<file path="config.mk">
export PLATFORM = sky130hd
export DESIGN_NAME = frame_bus_arbiter
export DESIGN_NICKNAME = d
export VERILOG_FILES = /design/src/rtl/frame_bus_arbiter.sv
export SDC_FILE = /design/constraint.sdc
export NUM_CORES = 1
export LEC_CHECK = 0
export BUFFER_PORTS_ARGS = -buffer_cell sky130_fd_sc_hd__buf_4
export CORE_MARGIN = 2
export CORE_UTILIZATION = 45
export DETAILED_ROUTE_END_ITERATION = 6
export SLEW_MARGIN = 15
export SYNTH_ARGS = -nofsm -noshare
export SYNTH_HDL_FRONTEND = slang
export SYNTH_SLANG_ARGS = --single-unit
</file>
<file path="constraint.sdc">
create_clock -name clk -period 3.7 [get_ports clk]
set_clock_uncertainty 0.05 [all_clocks]
set_input_delay 0 -clock clk [delete_from_list [all_inputs] [get_ports clk]]
set_output_delay 0 -clock clk [all_outputs]
set_load 0.01 [all_outputs]
</file>
<file path="src/rtl/frame_bus_arbiter.sv">
// Round-robin arbiter for a shared frame-based bus: grants one master at a time,
// holds ownership across frame, revokes unused grants and inserts a turnaround cycle.
module frame_bus_arbiter #(
  parameter int N           = 4,
  parameter int GNT_TIMEOUT = 8
) (
  input  logic                 clk,
  input  logic                 reset,
  input  logic [N-1:0]         req,
  input  logic                 frame,
  output logic [N-1:0]         grant,
  output logic                 aquired,
  output logic [$clog2(N)-1:0] owner,
  output logic                 timeout
);

  localparam int W = $clog2(N);

  typedef enum logic [1:0] {
    IDLE  = 2'd0,
    GRANT = 2'd1,
    BUSY  = 2'd2,
    TURN  = 2'd3
  } state_t;

  state_t       state;
  logic [W-1:0] ptr;
  logic [7:0]   wcnt;

  logic [W-1:0] pick;
  logic         found;
  logic [W:0]   idx;
  logic [W-1:0] ptr_next;

  // First asserted request at or after ptr, wrapping modulo N.
  always_comb begin
    found = 1'b0;
    pick  = '0;
    idx   = '0;
    for (int i = 0; i < N; i++) begin
      idx = {1'b0, ptr} + (W+1)'(i);
      if (idx >= (W+1)'(N))
        idx = idx - (W+1)'(N);
      if (!found && req[idx[W-1:0]]) begin
        found = 1'b1;
        pick  = idx[W-1:0];
      end
    end
  end

  assign ptr_next = (owner == W'(N-1)) ? '0 : owner + W'(1);

  always_ff @(posedge clk) begin
    if (reset) begin
      state   <= IDLE;
      ptr     <= '0;
      wcnt    <= '0;
      grant   <= '0;
      aquired <= 1'b0;
      owner   <= '0;
      timeout <= 1'b0;
    end else begin
      timeout <= 1'b0;
      case (state)
        IDLE: begin
          wcnt <= '0;
          if (found) begin
            state <= GRANT;
            grant <= N'(1) << pick;
            owner <= pick;
          end
        end
        GRANT: begin
          if (frame) begin
            state   <= BUSY;
            aquired <= 1'b1;
          end else if (!req[owner]) begin
            state <= TURN;
            grant <= '0;
            owner <= '0;
            ptr   <= ptr_next;
          end else if (wcnt == 8'(GNT_TIMEOUT - 1)) begin
            state   <= TURN;
            grant   <= '0;
            owner   <= '0;
            ptr     <= ptr_next;
            timeout <= 1'b1;
          end else begin
            wcnt <= wcnt + 8'd1;
          end
        end
        BUSY: begin
          if (!frame) begin
            state   <= TURN;
            grant   <= '0;
            aquired <= 1'b0;
            owner   <= '0;
            ptr     <= ptr_next;
          end
        end
        TURN: begin
          state <= IDLE;
        end
        default: state <= IDLE;
      endcase
    end
  end

endmodule

</file>
==> results by group, run 1 <==
Floorplanning
  – Die height: 53.78 microns
  – Die width: 53.78 microns
  – Core area: about 2400 sq um
  – Die area: around 2900 sq um
  – Starting density of the core: a little under half
  – Row cnt: 18
  – Ports: 15

Routing
  – Routed WL: 2.344 mm
  – Post-route ant nets: 0
  – Via Count: roughly 1000
  – Drt via density: between 5 and 6
  – Drt pass-1 iters: 6
  – WL per Instance: 13.09 microns
  – # DRC: 0
  – Initial drt markers: 13

Cells and area
  – Synth-to-Final Area Change: 18.74%
  – Commonest non-fill, non-tap cell in the layout: dfxtp_1
  – Share of layout cells above drive strength 1: about 15%
  – ANT cells: 0
  – Nets: approximately 160
  – Most frequent cells in the layout: dfxtp_1 (20), nor2_1 (19), buf_4 (15), o21ai_0 (9), nand2_1 (8)

GRT
  – First-pass GRT wire length: about 4 mm
  – Antenna violations before repair: 0
  – Largest net degree at the start of global routing: 18
  – Tot GR Track Use: 18.87%
  – Gr ovfl total: 0
  – Number of global-route vias before repair: ~930

STA
  – Final setup TNS: 0 ps
  – Maximum achievable frequency: approximately 460 MHz
  – Slew HR: between 60 and 70%
  – Hold Violations, Final: 0
  – Measured slew at the worst slew-check pin: roughly 540 ps
  – Final WS setup: approximately 1500 ps
  – Fin. max-slew vios: 0
  – RSZ-0062 raised after global routing: no
  – Final setup violating endpoints: 0
  – Min Tclk post-route: 2163 ps
  – Fin crit share: 58.46%

Critical path
  – Worst path max stage delay: a little over 600 ps
  – Required time worst endpoint: 3900 ps
  – Buffer and inverter count on the worst path: 0
  – CP Max Fanout: 9
  – Startpoint Class: flip-flop
  – WP data arrival: around 2400 ps
  – Setup CP Type: flip-flop to flip-flop
  – Worst Setup End Kind: flip-flop
  – Worst-path cell chain: mux4_1, o41a_1, o22a_4, or4b_1, a21oi_1
  – Dominant delay contributor by cell family on the critical path: multiplexers
  – CP max stage cell: mux4_1

Synth
  – Cell variety after synth: 35
  – Post-Syn Nets: 142
  – Top post-synthesis cells by area: dfxtp_1 (36%), nor2_1 (6.4%), ha_1 (5.6%)
  – Total of warnings raised by yosys: 0
  – Share of the synthesized area in the top cell type: a little over a third
  – Synthesized cell area: about 1100 sq um
  – Synth Register Bits: 20
  – Post-synthesis sequential area ratio: a little over a third
  – Async SR Flop Fraction: 0%
  – Post-synth EDFFs: 0
  – Top FF cell, synth: dfxtp_1
  – Post-Synthesis Cells: 130
  – Synth area leader: dfxtp_1
  – Post-Syn Area per Cell: about 8.6 sq um

Place
  – DP HPWL: about 1.7 mm
  – GP Congestion: 0.7488
  – Place WS: ~1600 ps
  – Number of buffers added on ports: 14

Pwr
  – Static Leak: 0.0004949 uW
  – Power per cell area: roughly 630 nW/um^2
  – Max rail drop VDD: ~350 uV

Clock network
  – Clock Path Buffers: 2
  – Setup repair bufs after CTS: 0
  – Root buffer cell: clkbuf_4
  – Htree depth: 1
  – TritonCTS buffer count: 3
  – Clk_lat worst skew: 310 ps
  – Reg clk slew, reported paths: roughly 120 ps
  – TritonCTS clock tree: built
  – # clock sinks: 20

Run
  – Max-cap violations: 0

Worst hold path
  – Min-delay worst type: primary input to flip-flop

Run status
  – Outcome: finished, final reports clean
cell families (layout without fill, tap and decap cells):
logic type               after synthesis  count (layout)  share of synthesized area (%)
AO/OA/AOI/OAI                         24              24                          14.03
multiplexers                           7               7                          7.857
XOR/XNOR                               6               6                          4.714
adder cells (fa/ha/maj)                5               5                          5.612
buffers and inverters                  6              25                          2.020
AND/OR/NAND/NOR                       62              62                          29.85
flip-flops                            20              20                          35.91
registers in the layout (all words and copies together) (netlist names):
register / count
ptr: 2
aquired: 1
timeout: 1
grant: 4
owner: 2
wcnt: 8
state: 2
final timing paths:
kind / startpoint / to / slack, ps / cells after the start
setup / recovery: owner[0]$_SDFFE_PP0P_ / grant[2]$_SDFFE_PP0P_ / 1540 / 5
hold / removal: frame / aquired$_SDFFE_PP0P_ / 40 / 4
setup reg to reg: owner[0]$_SDFFE_PP0P_ / grant[2]$_SDFFE_PP0P_ / 1540 / 5
hold reg to reg: grant[1]$_SDFFE_PP0P_ / grant[1]$_SDFFE_PP0P_ / 440 / 2
cells in the mapped netlist (2+ instances only):
library cell and n:
dfxtp_1 20, nor2_1 19, o21ai_0 9, nand2_1 8, nand2b_1 7, nor3_1 7
a21oi_1 5, ha_1 5, inv_1 5, mux2i_1 5, nor2b_1 5, xnor2_1 5
or4_1 3, a31oi_1 2, nand4_1 2, nor3b_1 2, o21a_1 2, or4b_1 2
metrics by stage:
step           hold WS, ps  utilization [%]  power, uW  instance area, sq um  cells
3_3_place_gp         251.4            52.34      657.1                  1261    174
3_5_place_dp         255.5            52.34      666.6                  1261    174
4_1_cts              28.01            54.93      848.9                  1324    179
6_report             38.07            54.93      840.0                  1324    179
5_1_grt              74.55            54.93      907.9                  1324    179
2_1_floorplan        123.3                -      562.4                  1115    130
area by class of cell:
class / count / area, sq um
fillers: 235 / 1086
multi-input cells: 104 / 691.9
flip-flops and latches: 20 / 400.4
repair buffers: 16 / 122.6
well taps: 30 / 37.54
clock inverters: 1 / 30.03
clock buffers: 3 / 22.52
inverters: 5 / 18.77
tightest hold or removal path, cell delays in order:
cell and delay (ps):
buf_4 120, o21ai_0 70, o21a_1 100, nor2_1 70
per-layer routing:
metal	wire length (microns)	track usage, %	up-vias
li1	-	-	506
met1	1078	22.47	465
met5	0	0	-
met3	79	2.778	6
met2	1141	32.32	21
met4	45	10.26	0
where the power goes:
| group | internal, uW | switching (uW) | leakage (uW) |
|---|---|---|---|
| Clock | 109 | 70.8 | 0.0000279 |
| Sequential | 254 | 33.1 | 0.000162 |
| Combinational | 174 | 199 | 0.000305 |
repair_timing:
action | 4_1_cts | 5_1_grt
resized for setup | 0 | 0
hold buffers | 1 | 0
hold endpoints to repair | 9 | 0
Power figures use the tool's default switching activity.
==> inputs of run 2 (changes only) <==
ABC_AREA = 1   (was unset)
clock period = 2 ns   (was 3.7 ns; I/O delays follow)
==> results by group, run 2 <==
Floorplanning
  – Die width: 59.88 microns (+11%)
  – Die area: 3586 sq um (+24%)
  – Starting density of the core: 46.79% (+0.53 points)
  – Die height: 59.88 microns (+11%)
  – Ports: 15 (unchanged)
  – Row cnt: 20 (+2)
  – Core area: 3003 sq um (+25%)

GRT
  – First-pass GRT wire length: 5.354 mm (+34%)
  – Tot GR Track Use: 19.64% (+0.77 points)
  – Gr ovfl total: 0 (unchanged)
  – Number of global-route vias before repair: 1154 (+24%)
  – Antenna violations before repair: 0 (unchanged)
  – Largest net degree at the start of global routing: 15 (-3)

STA
  – Fin. max-slew vios: 0 (unchanged)
  – Final setup violating endpoints: 0 (unchanged)
  – Maximum achievable frequency: 556.9 MHz (+20%)
  – Measured slew at the worst slew-check pin: 346.0 ps (-192.4 ps)
  – Hold_ws: 157.0 ps (+119.0 ps)
  – RSZ-0062 raised after global routing: no
  – Slew HR: 76.69% (+13 points)
  – Min Tclk post-route: 1796 ps (-367.3 ps)
  – Hold Violations, Final: 0 (unchanged)
  – Fin crit share: 89.78% (+31 points)
  – Final setup TNS: 0 ps (unchanged)
  – Final WS setup: 204.5 ps (-1333 ps)

Synth
  – Async SR Flop Fraction: 0% (unchanged)
  – Share of the synthesized area in the top cell type: 28.50% (-7.4 points)
  – Total of warnings raised by yosys: 0 (unchanged)
  – Synth cell count leaders: nand2_1 (47), dfxtp_1 (20), inv_1 (18)
  – Post-synth EDFFs: 0 (unchanged)
  – Cell variety after synth: 32 (-8.6%)
  – Top FF cell, synth: dfxtp_1
  – Synthesized cell area: 1405 sq um (+26%)
  – Top post-synthesis cells by area: dfxtp_1 (28%), nand2_1 (13%), a21oi_1 (6.1%)
  – Synth area leader: dfxtp_1
  – Top-count cell post-synth: nand2_1
  – Post-synthesis sequential area ratio: 28.50% (-7.4 points)
  – Post-Syn Nets: 213 (+50%)
  – Synth Register Bits: 20 (unchanged)
  – Post-Syn Area per Cell: 6.991 sq um (-18%)
  – Post-Synthesis Cells: 201 (+55%)

Worst hold path
  – Hold worst-path end: timeout$_SDFF_PP0_
  – Min-delay worst type: primary input to flip-flop
  – Hold Path Cell Cnt: 6 (+2)
  – Min-delay src: req[2]

Critical path
  – R2r worst-path depth: 11 (+6)
  – Worst Setup End Kind: flip-flop
  – Reg2reg setup slack: 200 ps (-1330 ps)
  – Worst flop-to-flop path endpoint: grant[2]$_SDFFE_PP0P_
  – Setup CP Type: flip-flop to flip-flop
  – WP data arrival: 1980 ps (-380 ps)
  – Required time worst endpoint: 2190 ps (-1710 ps)
  – Reg-to-Reg Start: wcnt[0]$_SDFFE_PP0P_
  – Startpoint Class: flip-flop
  – CP Max Fanout: 8 (-1)
  – Crit path launch: wcnt[0]$_SDFFE_PP0P_

Routing
  – Post-route ant nets: 0 (unchanged)
  – Via Count: 1310 (+31%)
  – Routed WL: 3.054 mm (+30%)
  – # DRC: 0 (unchanged)
  – Initial drt markers: 60 (+47)
  – Drt via density: 5.198 (-6.8%)
  – WL per Instance: 12.12 microns (-7.5%)
  – Drt pass-1 iters: 4 (-2)

Cells and area
  – Biggest regs: wcnt: 8 flops, grant: 4 flops
  – Top reg by flops: wcnt
  – Synth-to-Final Area Change: 14.43%
  – Max FFs per register: 8 (unchanged)
  – Most frequent cells in the layout: nand2_1 (47), inv_1 (18), a21oi_1 (17), dfxtp_1 (17)
  – Nets: 232 (+43%)
  – Share of layout cells above drive strength 1: 26.94% (+12 points)
  – Fin area: 1608 sq um (+21%)
  – ANT cells: 0 (unchanged)
  – Finished Core Util: 53.54% (-1.4 points)
  – Commonest non-fill, non-tap cell in the layout: nand2_1

Place
  – GP Congestion: 0.8543 (+14%)
  – Number of buffers added on ports: 14 (unchanged)
  – Place WS: 155.2 ps (-1416 ps)
  – DP Area: 1531 sq um (+21%)
  – DP HPWL: 2.440 mm (+42%)

Clock network
  – Reg clk slew, reported paths: 110 ps (about the same)
  – Setup repair bufs after CTS: 0 (unchanged)
  – Htree depth: 1 (unchanged)
  – Clock Path Buffers: 2 (unchanged)
  – TritonCTS buffer count: 3 (unchanged)
  – Root buffer cell: clkbuf_4
  – # clock sinks: 20 (unchanged)
  – TritonCTS clock tree: built
  – Clk_lat worst skew: 300 ps (about the same)

Pwr
  – Max rail drop VDD: 592.3 uV (+69%)
  – Static Leak: 0.0007031 uW (+42%)
  – Power per cell area: 1358 nW/um^2 (+110%)

Run
  – Max-cap violations: 0 (unchanged)

Run status
  – Outcome: finished, final reports clean
-- run 2: cell count changes after synthesis, sizes merged, moves of 5 or more --
| cell | previous run | this run |
|---|---|---|
| inv | 5 | 24 |
| nand3 | 1 | 17 |
| nand2 | 8 | 65 |
| nand2b | 7 | 0 |
| nor2b | 5 | 0 |
| mux2i | 5 | 0 |
| a21oi | 5 | 19 |
-- run 2: final cells by class --
| type | instances | area [sq um] |
|---|---|---|
| fillers | 306 | 1395 |
| multi-input cells | 154 | 883.3 |
| flip-flops and latches | 20 | 404.1 |
| repair buffers | 16 | 125.1 |
| inverters | 25 | 101.3 |
| well taps | 33 | 41.29 |
| clock inverters | 1 | 30.03 |
| clock buffers | 3 | 22.52 |
-- run 2: logic make-up after synthesis --
family	Yosys count	share of synthesized area, %
DFF	20	28.49
AOI/OAI and AO/OA	34	13.00
adders and majority gates	5	4.452
and+or+nand+nor	111	42.92
buffers and inverters	27	8.637
xor gates and xnor gates	4	2.494
-- run 2: stage by stage --
| stage | total power (uW) | cells |
|---|---|---|
| after floorplan | 1578 | 201 |
| after global placement | 1827 | 246 |
| after detailed placement | 1860 | 246 |
| after CTS | 2200 | 252 |
| after global routing | 2390 | 252 |
| final | 2184 | 252 |
-- run 2: layer usage --
layer / track usage [%] / up-vias / part of all wire [%]
met1: 28.78 / 597 / 53
met5: 0 / - / 0
met3: 4.545 / 2 / 2.9
met4: 3.810 / 0 / 0.43
li1: - / 690 / -
met2: 29.35 / 21 / 43
-- run 2: power by group --
| part | switching (uW) | internal [uW] | total [uW] |
|---|---|---|---|
| sequential | 93.4 | 477 | 570 |
| clock | 124 | 203 | 326 |
| combinational | 825 | 463 | 1290 |
| total | 1040 | 1140 | 2180 |
-- run 2: worst max path at each step --
stage                            endpoint  slack, ps  cells past startpoint
finish              grant[2]$_SDFFE_PP0P_        200                     11
CTS                 grant[2]$_SDFFE_PP0P_        140                     10
global placement    grant[1]$_SDFFE_PP0P_        170                      9
global route         wcnt[3]$_SDFFE_PP0P_         10                     10
floorplan           grant[0]$_SDFFE_PP0P_        420                     11
detailed placement  grant[1]$_SDFFE_PP0P_        160                      9
-- run 2: timing repair --
item / in CTS / in global routing
gates resized for setup: 0 / 3
hold endpoints to repair: 13 / 0
hold buffers: 2 / 0
endpoints found under the setup margin: 0 / 7
-- run 2: critical path, stage by stage, from the launching register on --
cell	delay (ps)
dfxtp_2	380
ha_1	180
inv_1	90
nor3_1	150
nand3_1	140
nand2_2	110
nand2_1	70
nand2_2	90
nand3_4	130
nor2_4	140
nand3_1	80
a21oi_1	130
==> inputs of run 3 (changes only) <==
CAP_MARGIN = 40   (was unset)
CELL_PAD_IN_SITES_DETAIL_PLACEMENT = 1   (was unset)
CELL_PAD_IN_SITES_GLOBAL_PLACEMENT = 1   (was unset)
CORE_UTILIZATION = 41   (was 45)
PLACE_DENSITY_LB_ADDON = 0.1   (was unset)
==> results by group, run 3 (synthesis results as in run 2) <==
Place
  – GP Congestion: 0.8326 (-2.5%)
  – DP HPWL: 3.023 mm (+24%)
  – Number of buffers added on ports: 14 (unchanged)
  – Place WS: 195.3 ps (+40.02 ps)

Clock network
  – Reg clk slew, reported paths: 120 ps (about the same)
  – Htree depth: 1 (unchanged)
  – TritonCTS buffer count: 3 (unchanged)
  – Root buffer cell: clkbuf_4
  – Clk_lat worst skew: 310 ps (about the same)
  – Setup repair bufs after CTS: 0 (unchanged)
  – # clock sinks: 20 (unchanged)
  – Clock Path Buffers: 2 (unchanged)
  – TritonCTS clock tree: built

Cells and area
  – Top reg by flops: wcnt
  – Synth-to-Final Area Change: 16.56%
  – Commonest non-fill, non-tap cell in the layout: nand2_1
  – Nets: 234 (+0.86%)
  – ANT cells: 0 (unchanged)
  – Most frequent cells in the layout: nand2_1 (47), dfxtp_1 (18), inv_1 (17), a21oi_1 (17), buf_4 (16)
  – Share of layout cells above drive strength 1: 27.60% (+0.66 points)
  – Max FFs per register: 8 (unchanged)
  – Biggest regs: wcnt: 8 flops, grant: 4 flops

Critical path
  – CP Max Fanout: 8 (unchanged)
  – Worst flop-to-flop path endpoint: grant[2]$_SDFFE_PP0P_
  – Worst Setup End Kind: flip-flop
  – CP max stage cell: dfxtp_2
  – Reg2reg setup slack: 220 ps (about the same)
  – Dominant delay contributor by cell family on the critical path: simple AND/OR/NAND/NOR gates
  – Startpoint Class: flip-flop
  – Worst path max stage delay: 380 ps (about the same)
  – Buffer and inverter count on the worst path: 1 (unchanged)
  – R2r worst-path depth: 11 (unchanged)
  – Setup CP Type: flip-flop to flip-flop
  – Crit path launch: wcnt[0]$_SDFFE_PP0P_
  – WP data arrival: 1970 ps (about the same)
  – Required time worst endpoint: 2190 ps (about the same)
  – Worst-path cell chain: ha_1, inv_1, nor3_1, nand3_1, nand2_2, nand2_1, nand2_2, nand3_4, nor2_4, nand3_1, a21oi_1
  – Reg-to-Reg Start: wcnt[0]$_SDFFE_PP0P_

Worst hold path
  – Min-delay worst type: primary input to flip-flop
  – Hold Path Cell Cnt: 6 (unchanged)
  – Hold worst-path end: timeout$_SDFF_PP0_
  – Min-delay src: req[2]

GRT
  – Largest net degree at the start of global routing: 15 (unchanged)
  – Tot GR Track Use: 20.51% (+0.87 points)
  – First-pass GRT wire length: 6.417 mm (+20%)
  – Antenna violations before repair: 0 (unchanged)
  – Gr ovfl total: 0 (unchanged)
  – Number of global-route vias before repair: 1421 (+23%)

Routing
  – Drt via density: 5.075 (-2.4%)
  – Drt pass-1 iters: 4 (unchanged)
  – Routed WL: 3.664 mm (+20%)
  – Post-route ant nets: 0 (unchanged)
  – Via Count: 1355 (+3.4%)
  – # DRC: 0 (unchanged)
  – WL per Instance: 13.72 microns (+13%)
  – Initial drt markers: 55 (-8.3%)

Pwr
  – Cell internal pwr: 1154 uW (+1.1%)
  – Max rail drop VDD: 540.5 uV (-8.7%)
  – Switch share: 48.38% (+0.68 points)
  – Clock power share: 14.8% (about the same)
  – Sequential power share: 24.8% (-1.3 points)
  – Power per cell area: 1365 nW/um^2 (+0.51%)
  – Static Leak: 0.0007130 uW (+1.4%)
  – NetSw: 1082 uW (+3.8%)
  – Comb pwr share: 60.4% (+1.4 points)

Floorplanning
  – Row cnt: 21 (+5.0%)
  – Die height: 62.54 microns (+4.4%)
  – Core area: 3311 sq um (+10%)
  – Starting density of the core: 42.44% (-4.4 points)
  – Ports: 15 (unchanged)
  – Die width: 62.54 microns (+4.4%)
  – Die area: 3911 sq um (+9.1%)

STA
  – RSZ-0062 raised after global routing: no
  – Maximum achievable frequency: 560.5 MHz (+0.64%)
  – Final setup violating endpoints: 0 (unchanged)
  – Hold Violations, Final: 0 (unchanged)
  – Measured slew at the worst slew-check pin: 322.0 ps (-23.92 ps)
  – Min Tclk post-route: 1784 ps (-11.39 ps)
  – Fin. max-slew vios: 0 (unchanged)
  – Fin crit share: 89.21% (-0.57 points)
  – Slew HR: 78.30% (+1.6 points)
  – Final setup TNS: 0 ps (unchanged)
  – Final WS setup: 215.9 ps (+11.39 ps)

Run status
  – Outcome: finished, final reports clean

Run
  – Max-cap violations: 0 (unchanged)
-- run 3: power by group through the flow --
stage / combinational, uW / clock (uW) / sequential (uW)
floorplan: 1020 / 0 / 559
global placement: 1290 / 0 / 559
detailed placement: 1350 / 0 / 563
CTS: 1360 / 348 / 555
global route: 1510 / 369 / 567
finish: 1350 / 331 / 554
-- run 3: worst max path at each step --
stage | end | slack [ps] | cells past startpoint
6_report | grant[2]$_SDFFE_PP0P_ | 220 | 11
5_1_grt | grant[2]$_SDFFE_PP0P_ | 40 | 11
4_1_cts | grant[2]$_SDFFE_PP0P_ | 140 | 11
3_5_place_dp | grant[0]$_SDFFE_PP0P_ | 200 | 11
3_3_place_gp | grant[1]$_SDFFE_PP0P_ | 280 | 12
2_1_floorplan | grant[0]$_SDFFE_PP0P_ | 420 | 11
-- run 3: metrics by stage --
stage / power [uW] / cell area [sq um] / hold WS, ps / util, % / instances
2_1_floorplan: 1578 / 1405 / 12.44 / - / 201
3_3_place_gp: 1844 / 1563 / 241.6 / 47.20 / 261
3_5_place_dp: 1917 / 1563 / 242.5 / 47.20 / 261
4_1_cts: 2266 / 1635 / 130.4 / 49.40 / 267
5_1_grt: 2446 / 1638 / 141.6 / 49.47 / 267
6_report: 2236 / 1638 / 149.2 / 49.47 / 267
-- run 3: repair_timing --
action                                 in CTS  in global routing
endpoints found under the hold margin      13                  0
gates resized for setup                     0                  3
setup endpoints to repair                   0                  3
hold buffers                                2                  0
-- run 3: layer usage --
layer | routed length (microns) | vias to the layer above | global-route usage (%)
met2 | 1814 | 17 | 36.56
li1 | - | 698 | -
met1 | 1734 | 638 | 26.09
met3 | 95 | 2 | 2.703
met5 | 0 | - | 0
met4 | 20 | 0 | 5.000
-- run 3: area by class of cell --
class,instances,area (sq um)
fillers,452,1673
flip-flops and latches,20,402.9
repair buffers,18,140.1
multi-input cells,154,883.3
well taps,46,57.56
clock inverters,1,30.03
inverters,25,101.3
clock buffers,3,22.52
-- run 3: tightest hold or removal path, cell delays in order --
cell	delay, ps
buf_4	120
nand2_1	60
nand3_1	50
and2_4	150
inv_1	50
nor4_1	50
